File: src/rtl/lfsr_pkg.sv
// Shared constants for the LFSR block: maximal-length tap masks
// and the default seed helper.
package lfsr_pkg;

  localparam logic [4:1]  TAPS_4  = 4'hC;
  localparam logic [8:1]  TAPS_8  = 8'hB8;
  localparam logic [16:1] TAPS_16 = 16'hD008;
  localparam logic [24:1] TAPS_24 = 24'hE10000;
  localparam logic [32:1] TAPS_32 = 32'h80200003;

  // Seed with only bit 1 set; callers size-cast to their width.
  function automatic logic [63:0] default_seed();
    return 64'd1;
  endfunction

endpackage

File: src/rtl/lfsr_feedback.sv
// Feedback parity for a Fibonacci LFSR: XOR of the tapped
// state bits.
module lfsr_feedback #(
  parameter int N = 24,
  parameter logic [N:1] TAPS = {N{1'b0}}
) (
  input  logic [N:1] state_i,
  output logic       fb_o
);

  assign fb_o = ^(state_i & TAPS);

endmodule

File: src/rtl/lfsr_core.sv
// Free-running N-bit Fibonacci LFSR with m-sequence output.
// Define LFSR_CORE_LOCKUP_RECOVER_EN to reload SEED from all-zero.
module lfsr_core
  import lfsr_pkg::*;
#(
  parameter int N = 24,
  parameter logic [N:1] TAPS = TAPS_24,
  parameter logic [N:1] SEED = N'(default_seed())
) (
  input  logic       clk,
  input  logic       rst_n,
  output logic [N:1] q_out,
  output logic       m_seq
);

  if (N < 2) begin : g_bad_n
    $error("lfsr_core: N must be at least 2");
  end
  if (!TAPS[N]) begin : g_bad_taps
    $error("lfsr_core: TAPS[N] must be set");
  end
  if (SEED == '0) begin : g_bad_seed
    $error("lfsr_core: SEED must be nonzero");
  end

  logic [N:1] state_q;
  logic [N:1] state_d;
  logic       fb;

  lfsr_feedback #(
    .N    (N),
    .TAPS (TAPS)
  ) u_fb (
    .state_i (state_q),
    .fb_o    (fb)
  );

  always_comb begin
    state_d = {state_q[N-1:1], fb};
`ifdef LFSR_CORE_LOCKUP_RECOVER_EN
    // All-zero never leaves on its own; reload to restart the sequence.
    if (state_q == '0) begin
      state_d = SEED;
    end
`endif
  end

  always_ff @(posedge clk or negedge rst_n) begin
    if (!rst_n) begin
      state_q <= SEED;
    end else begin
      state_q <= state_d;
    end
  end

  assign q_out = state_q;
  assign m_seq = state_q[N];

endmodule

File: config.mk
export PLATFORM = sky130hd
export DESIGN_NAME = lfsr_core
export DESIGN_NICKNAME = d
export VERILOG_FILES = /design/src/rtl/lfsr_pkg.sv /design/src/rtl/lfsr_feedback.sv /design/src/rtl/lfsr_core.sv
export SDC_FILE = /design/constraint.sdc
export NUM_CORES = 1
export LEC_CHECK = 0
export ABC_AREA = 1
export ABC_CLOCK_PERIOD_IN_PS = 910
export CORE_UTILIZATION = 35
export CTS_CLUSTER_DIAMETER = 150
export DETAILED_ROUTE_END_ITERATION = 8
export GPL_ROUTABILITY_DRIVEN = 0
export GPL_TIMING_DRIVEN = 0
export PLACE_DENSITY = 0.67
export REMOVE_ABC_BUFFERS = 1
export SETUP_SLACK_MARGIN = 0.5
export SYNTH_ARGS = -nofsm -noshare
export SYNTH_HDL_FRONTEND = slang
export SYNTH_SLANG_ARGS = --single-unit
File: constraint.sdc
create_clock -name clk -period 0.91 [get_ports clk]
set_input_delay 0.182 -clock clk [delete_from_list [all_inputs] [get_ports clk]]
set_output_delay 0.182 -clock clk [all_outputs]
set_load 0.05 [all_outputs]
; Word level (Yosys, flattened, before mapping)
; Index checks and enable logic that the tools add are counted.
[classes]
n_reduce_logical = 1
[ops]
columns = cell, n
row1 = $reduce_xor A24 Y1, 1
[totals]
wordCells = 2
ff_bits = 24
output_inout_bits = 25

; Depth between registers and ports, before layout
; Gate-level depths: netlist of the first run.
[logic_depth]
depth_word = 1
depth_mapped = 5
depth_no_buf = 5

; Hierarchy
; From an unflattened synthesis of the first run, not the netlist that was laid out.
[unflattened]
cells_unflattened = 40
hier_area_um2 = 673.1
[by_module_without_submodules]
columns = module, cells_per_inst, instances, area_per_inst_um2, seq_area_each_um2
row1 = lfsr_core, 25, 1, 609.3, 601.8
row2 = lfsr_feedback, 15, 1, 63.8, 0.0

; Worst setup path after synthesis of the first run
; No wires, ideal clock.
[synth_path]
kind = reg-to-output
from = reg state_q, in the netlist q_out[24]
to = out q_out[24] in the netlist's numbering
stages_incl_launch_ff = 2
arrival_time_ns = 0.938
setup_slack_ns = -0.210
n_path_buf = 1
path_cell_list = dfrtp_1 -> buf_4
[synth_lines]
columns = element, line
row1 = "start, declared", lfsr_core.sv:26  ; logic [N:1] state_q;
row2 = "start signal, assigned", lfsr_core.sv:52  ; state_q <= state_d;
row3 = "end, declared", lfsr_core.sv:12  ; output logic [N:1] q_out,
; No word-level cell between the ends.

; Worst setup path in the final report of the first run
[layout_path]
from = reg state_q, in the netlist q_out[1]
to = out q_out[1] in the netlist's numbering
; No word-level cell between the ends.

==> flow_metrics.tcl, run 1 <==
set metrics [dict create \
    slew_headroom_pct 65.22 \
    synth_warnings 0 \
    crit_path_max_incr_delay_ns 0.57 \
    place_hpwl_um 723.1 \
    holdCritPathClass "in2async" \
    clkLatencyLatePin_ns 0.31 \
    yosys_register_bits 24 \
    chipWidth_um 46.18 \
    core_um2 1783 \
    worst_slack_ns -0.2889 \
    syn_area_per_cell_um2 15.53 \
    ys_types 7 \
    io_pins 27 \
    drive_gt1_share_pct 60.92 \
    firstDrtPassIters 4 \
    crit_arrival_ns 1.02 \
    cts_buffers 3 \
    period_needed_ns 1.199 \
    violations "negative hold slack, negative setup slack" \
    crit_chain "buf_8" \
    grt_usage_pct 14.27 \
    worstSetupEndpointType "primary output" \
    worstPathMaxFanout 2 \
    slew_violations 0 \
    synthTopCellsByArea "dfrtp_1, nand2_1, dfstp_2" \
    synth_top_family_by_area "simple AND/OR/NAND/NOR gates" \
    synthAdderAreaFrac_pct 0 \
    p_leak_nw 0.6648 \
    cts_tree "done" \
    grt_max_degree 25 \
    htree_num_levels 1 \
    critical-path-top-delay-family "flip-flops" \
    outcome "complete, but fails checks" \
    syn_area_um2 683.2 \
    drc 0 \
    die-height_um 46.18 \
    crit_buf_inv 1 \
    root_buffer "clkbuf_4" \
    setup_viol 26 \
    p_per_area_nw_per_um2 1348 \
    grt_pass1_wl_um 1932 \
    cts_buffer_depth 2 \
    rsz0062_at_grt "yes" \
    syn2layout_area_growth_pct 76.56 \
    synth_simple_gate_area_share_pct 8.059 \
    io_buffers 26 \
    wirelength_um 1470 \
    vias 484 \
    maxCapViolations 0 \
    start_util_pct 38.32 \
    syn_inst 44 \
    cts.sinks 24 \
    cpMaxStageDelayCell "dfstp_2" \
    diodes 0 \
    synth_top_area_share_pct 84.25 \
    num_rows 15 \
    antenna_found_initial 0 \
    total_power_mw 1.626 \
    whs_ns -0.07521 \
    drt-initial-drc-count 2 \
    dieArea_um2 2133 \
    tightest_slew_ns 0.5217 \
    synth_xor_xnor_area_share_pct 0 \
    yosys.area.top_type "dfrtp_1" \
    wl_per_cell_um 13.13 \
    synth_compound_area_share_pct 0 \
    final_nets 90 \
    ys_seq_area_share_pct 88.10 \
    overflow 0 \
    max_freq_mhz 834.1 \
    clock_skew_ns 0.004538 \
    timing.final.crit_share_pct 131.8 \
    finalHoldViolCount 23 \
    worstPathRequired_ns 0.73 \
    start_kind "flop" \
    largest_reg_flops 24 \
    grt_pass1_vias 442 \
    routed_via_density 4.321 \
    finalSetupTns_ns -4.143 \
    path_clk_slew_ns 0.12 \
    synthMuxAreaShare_pct 0 \
    dp_slack_ns -0.5720 \
    ir_drop_mv 1.281 \
    ant_nets 0 \
    crit_type "reg2out" \
]
[worst paths after layout]
path | slack (ns) | cells after the start | start | to
max in group asynchronous | 0.62 | 1 | rst_n | q_out[1]$_DFF_PN1_
max reg2reg | -0.10 | 7 | q_out[17]$_DFF_PN0_ | q_out[1]$_DFF_PN1_
min in group clk | 0.41 | 0 | q_out[12]$_DFF_PN0_ | q_out[13]$_DFF_PN0_
min reg2reg | 0.41 | 0 | q_out[12]$_DFF_PN0_ | q_out[13]$_DFF_PN0_
min | -0.08 | 1 | rst_n | q_out[16]$_DFF_PN0_
max | -0.29 | 1 | q_out[1]$_DFF_PN1_ | q_out[1]
[where the power goes]
| group | switching, mW | internal [mW] |
|---|---|---|
| clock network | 0.294 | 0.244 |
| logic | 0.0183 | 0.00316 |
| registers | 0 | 1.07 |
[cell type report]
type	count	area, um2
multi-input combinational	14	70.07
sequential	24	601.8
timing repair buffer	40	445.4
clock buffer	4	36.28
fill	108	576.8
tap	25	31.28
inverter	5	21.27
[timing repair]
| item | 4_1_cts | 5_1_grt |
|---|---|---|
| pin swaps | 1 | 2 |
| endpoints found under the hold margin | 23 | 23 |
| gates resized for setup | 193 | 9 |
| gates cloned | 0 | 0 |
| setup buffers | 9 | 5 |
| endpoints found under the setup margin | 73 | 72 |
[through the flow]
stage / cell area (um2) / hold WS (ns) / instances / util, %
final: 1206 / -0.07521 / 112 / 67.65
after detailed placement: 967.2 / 0.3596 / 94 / 54.25
after global routing: 1206 / -0.03436 / 112 / 67.65
after global placement: 967.2 / 0.3550 / 94 / 54.25
after CTS: 1141 / -0.05581 / 107 / 64.00
after floorplan: 675.6 / -0.1136 / 43 / -
[kinds of logic after synthesis]
group,count (synthesis)
flip-flops,24
buffers and inverters,6
AND/OR/NAND/NOR,14
[cells in the mapped netlist]
cell type / number
nor2_1: 1
buf_4: 1
inv_1: 5
nor2_2: 1
dfstp_2: 1
nand2_1: 12
dfrtp_1: 23
[layer usage]
metal,global-route usage (%),up-vias,share of wire (%)
li1,-,215,-
met4,5.882,0,2.2
met2,22.54,26,49
met3,7.451,4,8.0
met5,0,-,0
met1,16.19,239,41
[layout by cell type (no fill, tap or decap), drive strengths merged]
cell / count
clkbuf: 4
clkdlybuf4s18: 1
inv: 5
buf: 39
nand2: 12
dfstp: 1
nor2: 2
dfrtp: 23
Power figures use the tool's default switching activity.
==> inputs of run 2 (changes only) <==
Settings changed: CORE_MARGIN set to 1, MAX_ROUTING_LAYER set to met4.
==> flow_metrics.tcl, run 2 (same netlist as run 1, synthesis figures left out) <==
set metrics [dict create \
    crit_arrival_ns 1.02 \
    cpMaxStageDelayCell "dfstp_2" \
    chipWidth_um 46.18 \
    start_util_pct 38.32 \
    rr_startpoint "q_out[17]$_DFF_PN0_" \
    worstSetupEndpointType "primary output" \
    tightest_slew_ns 0.5292 \
    maxCapViolations 0 \
    total_power_mw 1.630 \
    critical-path-top-delay-family "flip-flops" \
    path_clk_slew_ns 0.13 \
    root_buffer "clkbuf_4" \
    p_leak_nw 0.6648 \
    outcome "complete, but fails checks" \
    crit_type "reg2out" \
    core_um2 1783 \
    grt_usage_pct 14.70 \
    ir_drop_mv 1.283 \
    overflow 0 \
    p_per_area_nw_per_um2 1351 \
    cts_buffer_depth 2 \
    die-height_um 46.18 \
    finalHoldViolCount 23 \
    wirelength_um 1484 \
    slew_headroom_pct 64.72 \
    drt-initial-drc-count 3 \
    dp_cells 94 \
    antenna_found_initial 0 \
    firstDrtPassIters 4 \
    period_needed_ns 1.202 \
    cts_buffers 3 \
    holdCritPathClass "in2async" \
    crit_buf_inv 1 \
    largest_reg_flops 24 \
    max_freq_mhz 832.2 \
    drc 0 \
    final_nets 90 \
    setup_viol 26 \
    grt_pass1_vias 442 \
    io_pins 27 \
    final_cell_count_no_fill 112 \
    vias 483 \
    io_buffers 26 \
    crit_chain "buf_8" \
    whs_ns -0.07531 \
    final_cell_mix "buf_6, dfrtp_1, nand2_1" \
    dieArea_um2 2133 \
    start_kind "flop" \
    grt_pass1_wl_um 1932 \
    num_rows 15 \
    syn2layout_area_growth_pct 76.56 \
    routed_via_density 4.313 \
    wl_per_cell_um 13.25 \
    clkLatencyLatePin_ns 0.31 \
    rsz0062_at_grt "yes" \
    clock_skew_ns 0.006152 \
    worstPathMaxFanout 2 \
    worstPathRequired_ns 0.73 \
    cts_tree "done" \
    cts.sinks 24 \
    final_common_cell "buf_6" \
    ant_nets 0 \
    violations "negative hold slack, negative setup slack" \
    drive_gt1_share_pct 60.92 \
    crit_path_max_incr_delay_ns 0.57 \
    slew_violations 0 \
    r2r_slack_ns -0.11 \
    htree_num_levels 1 \
    reg2reg_to "q_out[1]$_DFF_PN1_" \
    grt_max_degree 25 \
    timing.final.crit_share_pct 132.1 \
    place_hpwl_um 723.1 \
    worst_slack_ns -0.2917 \
    r2r_cells 7 \
    diodes 0 \
]
[run 2: cell counts in the layout (fill, tap and decap cells not counted)]
No cell type changed its count.
[run 2: final cells by class]
cell class | instances | area [um2]
Multi-Input combinational cell | 14 | 70.07
Clock buffer | 4 | 36.28
Fill cell | 108 | 576.8
Sequential cell | 24 | 601.8
Inverter | 5 | 21.27
Timing Repair Buffer | 40 | 445.4
Tap cell | 25 | 31.28
[run 2: metrics by stage]
| stage | area (um2) | worst slack, ns | utilization [%] | TNS, ns |
|---|---|---|---|---|
| after floorplan | 675.6 | -0.4433 | - | -0.8395 |
| after global placement | 967.2 | -0.5690 | 54.25 | -22.82 |
| after detailed placement | 967.2 | -0.5720 | 54.25 | -23.71 |
| after CTS | 1141 | -0.2957 | 64.00 | -4.243 |
| after global routing | 1206 | -0.3359 | 67.65 | -5.279 |
| final | 1206 | -0.2917 | 67.65 | -4.188 |
[run 2: worst max-delay path by stage]
stage,cells past startpoint,to,from
3_3_place_gp,1,q_out[1],q_out[1]$_DFF_PN1_
3_5_place_dp,1,q_out[1],q_out[1]$_DFF_PN1_
4_1_cts,1,q_out[1],q_out[1]$_DFF_PN1_
2_1_floorplan,5,q_out[1]$_DFF_PN1_,q_out[24]$_DFF_PN0_
5_1_grt,1,q_out[1],q_out[1]$_DFF_PN1_
6_report,1,q_out[1],q_out[1]$_DFF_PN1_
[run 2: routing by layer]
metal | vias up | GRT usage [%] | wire (um)
li1 | 216 | - | -
met1 | 237 | 16.19 | 619
met2 | 26 | 22.54 | 713
met3 | 4 | 7.451 | 118
met4 | 0 | 5.882 | 32
met5 | - | - | 0
[run 2: timing repair]
action | 4_1_cts | 5_1_grt
setup endpoints to repair | 73 | 72
hold endpoints to repair | 23 | 23
buffers inserted | 9 | 5
pin swaps | 1 | 2
gates resized for setup | 193 | 9
[run 2: power by group]
part | total [mW] | internal [mW] | leakage, nW | switching [mW]
logic | 0.0217 | 0.00316 | 0.312 | 0.0185
registers | 1.07 | 1.07 | 0.332 | 0
clock network | 0.542 | 0.244 | 0.0210 | 0.298
==> inputs of run 3 (changes only) <==
Settings changed: CORE_MARGIN 1 to 2, CTS_BUF_LIST set to sky130_fd_sc_hd__clkbuf_8.
==> flow_metrics.tcl, run 3 (same netlist as run 1, synthesis figures left out) <==
set metrics [dict create \
    crit_arrival_ns 0.96 \
    start_util_pct 38.32 \
    critical-path-top-delay-family "flip-flops" \
    grt_pass1_vias 440 \
    cpMaxStageDelayCell "dfstp_2" \
    wl_per_cell_um 13.13 \
    path_clk_slew_ns 0.08 \
    dp_cells 94 \
    dieArea_um2 2321 \
    rr_startpoint "q_out[22]$_DFF_PN0_" \
    outcome "complete, but fails checks" \
    chipWidth_um 48.18 \
    final_cell_count_no_fill 110 \
    worstPathMaxFanout 2 \
    routed_via_density 4.209 \
    cts_tree "done" \
    crit_type "reg2out" \
    slew_violations 0 \
    dp_slack_ns -0.5819 \
    place_hpwl_um 814.7 \
    cp-startpoint "q_out[1]$_DFF_PN1_" \
    final_cell_mix "buf_6, dfrtp_1, nand2_1" \
    finalSetupTns_ns -2.483 \
    largest_reg_flops 24 \
    diodes 0 \
    fillers 124 \
    num_rows 15 \
    drt-initial-drc-count 3 \
    max_freq_mhz 878.3 \
    cts_buffers 3 \
    maxCapViolations 0 \
    firstDrtPassIters 3 \
    drive_gt1_share_pct 58.82 \
    crit_buf_inv 1 \
    worstPathRequired_ns 0.73 \
    cts.sinks 24 \
    fin_util_pct 66.95 \
    period_needed_ns 1.139 \
    slew_headroom_pct 65.22 \
    final_common_cell "buf_6" \
    antenna_found_initial 0 \
    grt_max_degree 25 \
    register_area_um2 601.8 \
    crit_chain "buf_8" \
    die-height_um 48.18 \
    syn2layout_area_growth_pct 74.72 \
    start_kind "flop" \
    whs_ns -0.1111 \
    root_buffer "clkbuf_8" \
    timing.final.crit_share_pct 125.1 \
    fin_area_um2 1194 \
    grt_usage_pct 14.47 \
    hold_buffers 0 \
    clock_skew_ns 0.001130 \
    finalHoldViolCount 23 \
    grt_pass1_wl_um 2063 \
    ir_drop_mv 1.553 \
    overflow 0 \
    htree_num_levels 1 \
    drc 0 \
    crit_path_max_incr_delay_ns 0.55 \
    core_um2 1783 \
    holdCritPathClass "in2async" \
    vias 463 \
    p_per_area_nw_per_um2 1422 \
    clkLatencyLatePin_ns 0.26 \
    final_nets 88 \
    p_leak_nw 0.6581 \
    worst_slack_ns -0.2285 \
    io_pins 27 \
    wirelength_um 1444 \
    tightest_slew_ns 0.5218 \
    worstSetupEndpointType "primary output" \
    total_power_mw 1.697 \
    setup_viol 25 \
    io_buffers 26 \
    rsz0062_at_grt "yes" \
    violations "negative hold slack, negative setup slack" \
    dpl_cell_area_um2 967.2 \
    cts_buffer_depth 2 \
    ant_nets 0 \
    multi_input_area_um2 72.57 \
]
==> run 3: area by class of cell <==
class	count	area share [%]
Multi-Input combinational cell	14	6.080
Inverter	5	1.782
Timing Repair Buffer	38	35.33
Clock buffer	3	3.459
Sequential cell	24	50.42
Tap cell	25	2.621
Clock inverter	1	0.3145
==> run 3: path summary, 6_finish.rpt <==
check                                      end  slack, ns  cells after the start
max                                   q_out[1]      -0.23                      1
min                        q_out[14]$_DFF_PN0_      -0.11                      1
max reg2reg                 q_out[1]$_DFF_PN1_       0.03                      6
min reg2reg                q_out[11]$_DFF_PN0_       0.40                      0
max in group asynchronous   q_out[1]$_DFF_PN1_       0.66                      1
min in group clk           q_out[11]$_DFF_PN0_       0.40                      0
==> run 3: timing repair <==
item,4_1_cts,5_1_grt
pin swaps,2,3
setup endpoints to repair,73,73
buffers inserted,9,3
cloned,0,0
endpoints found under the hold margin,0,23
gates resized for setup,192,10
==> run 3: metal layers <==
| layer | routed length [um] | vias to the layer above | global-route usage (%) |
|---|---|---|---|
| met5 | 0 | - | - |
| met4 | 16 | 0 | 4.865 |
| met3 | 103 | 2 | 6.667 |
| met2 | 683 | 26 | 19.74 |
| met1 | 641 | 224 | 19.07 |
| li1 | - | 211 | - |
==> run 3: report_power, final <==
part	total (mW)	switching [mW]	internal, mW
logic	0.0209	0.0194	0.00153
clock network	0.611	0.310	0.301
registers	1.07	0	1.07
total	1.70	0.330	1.37
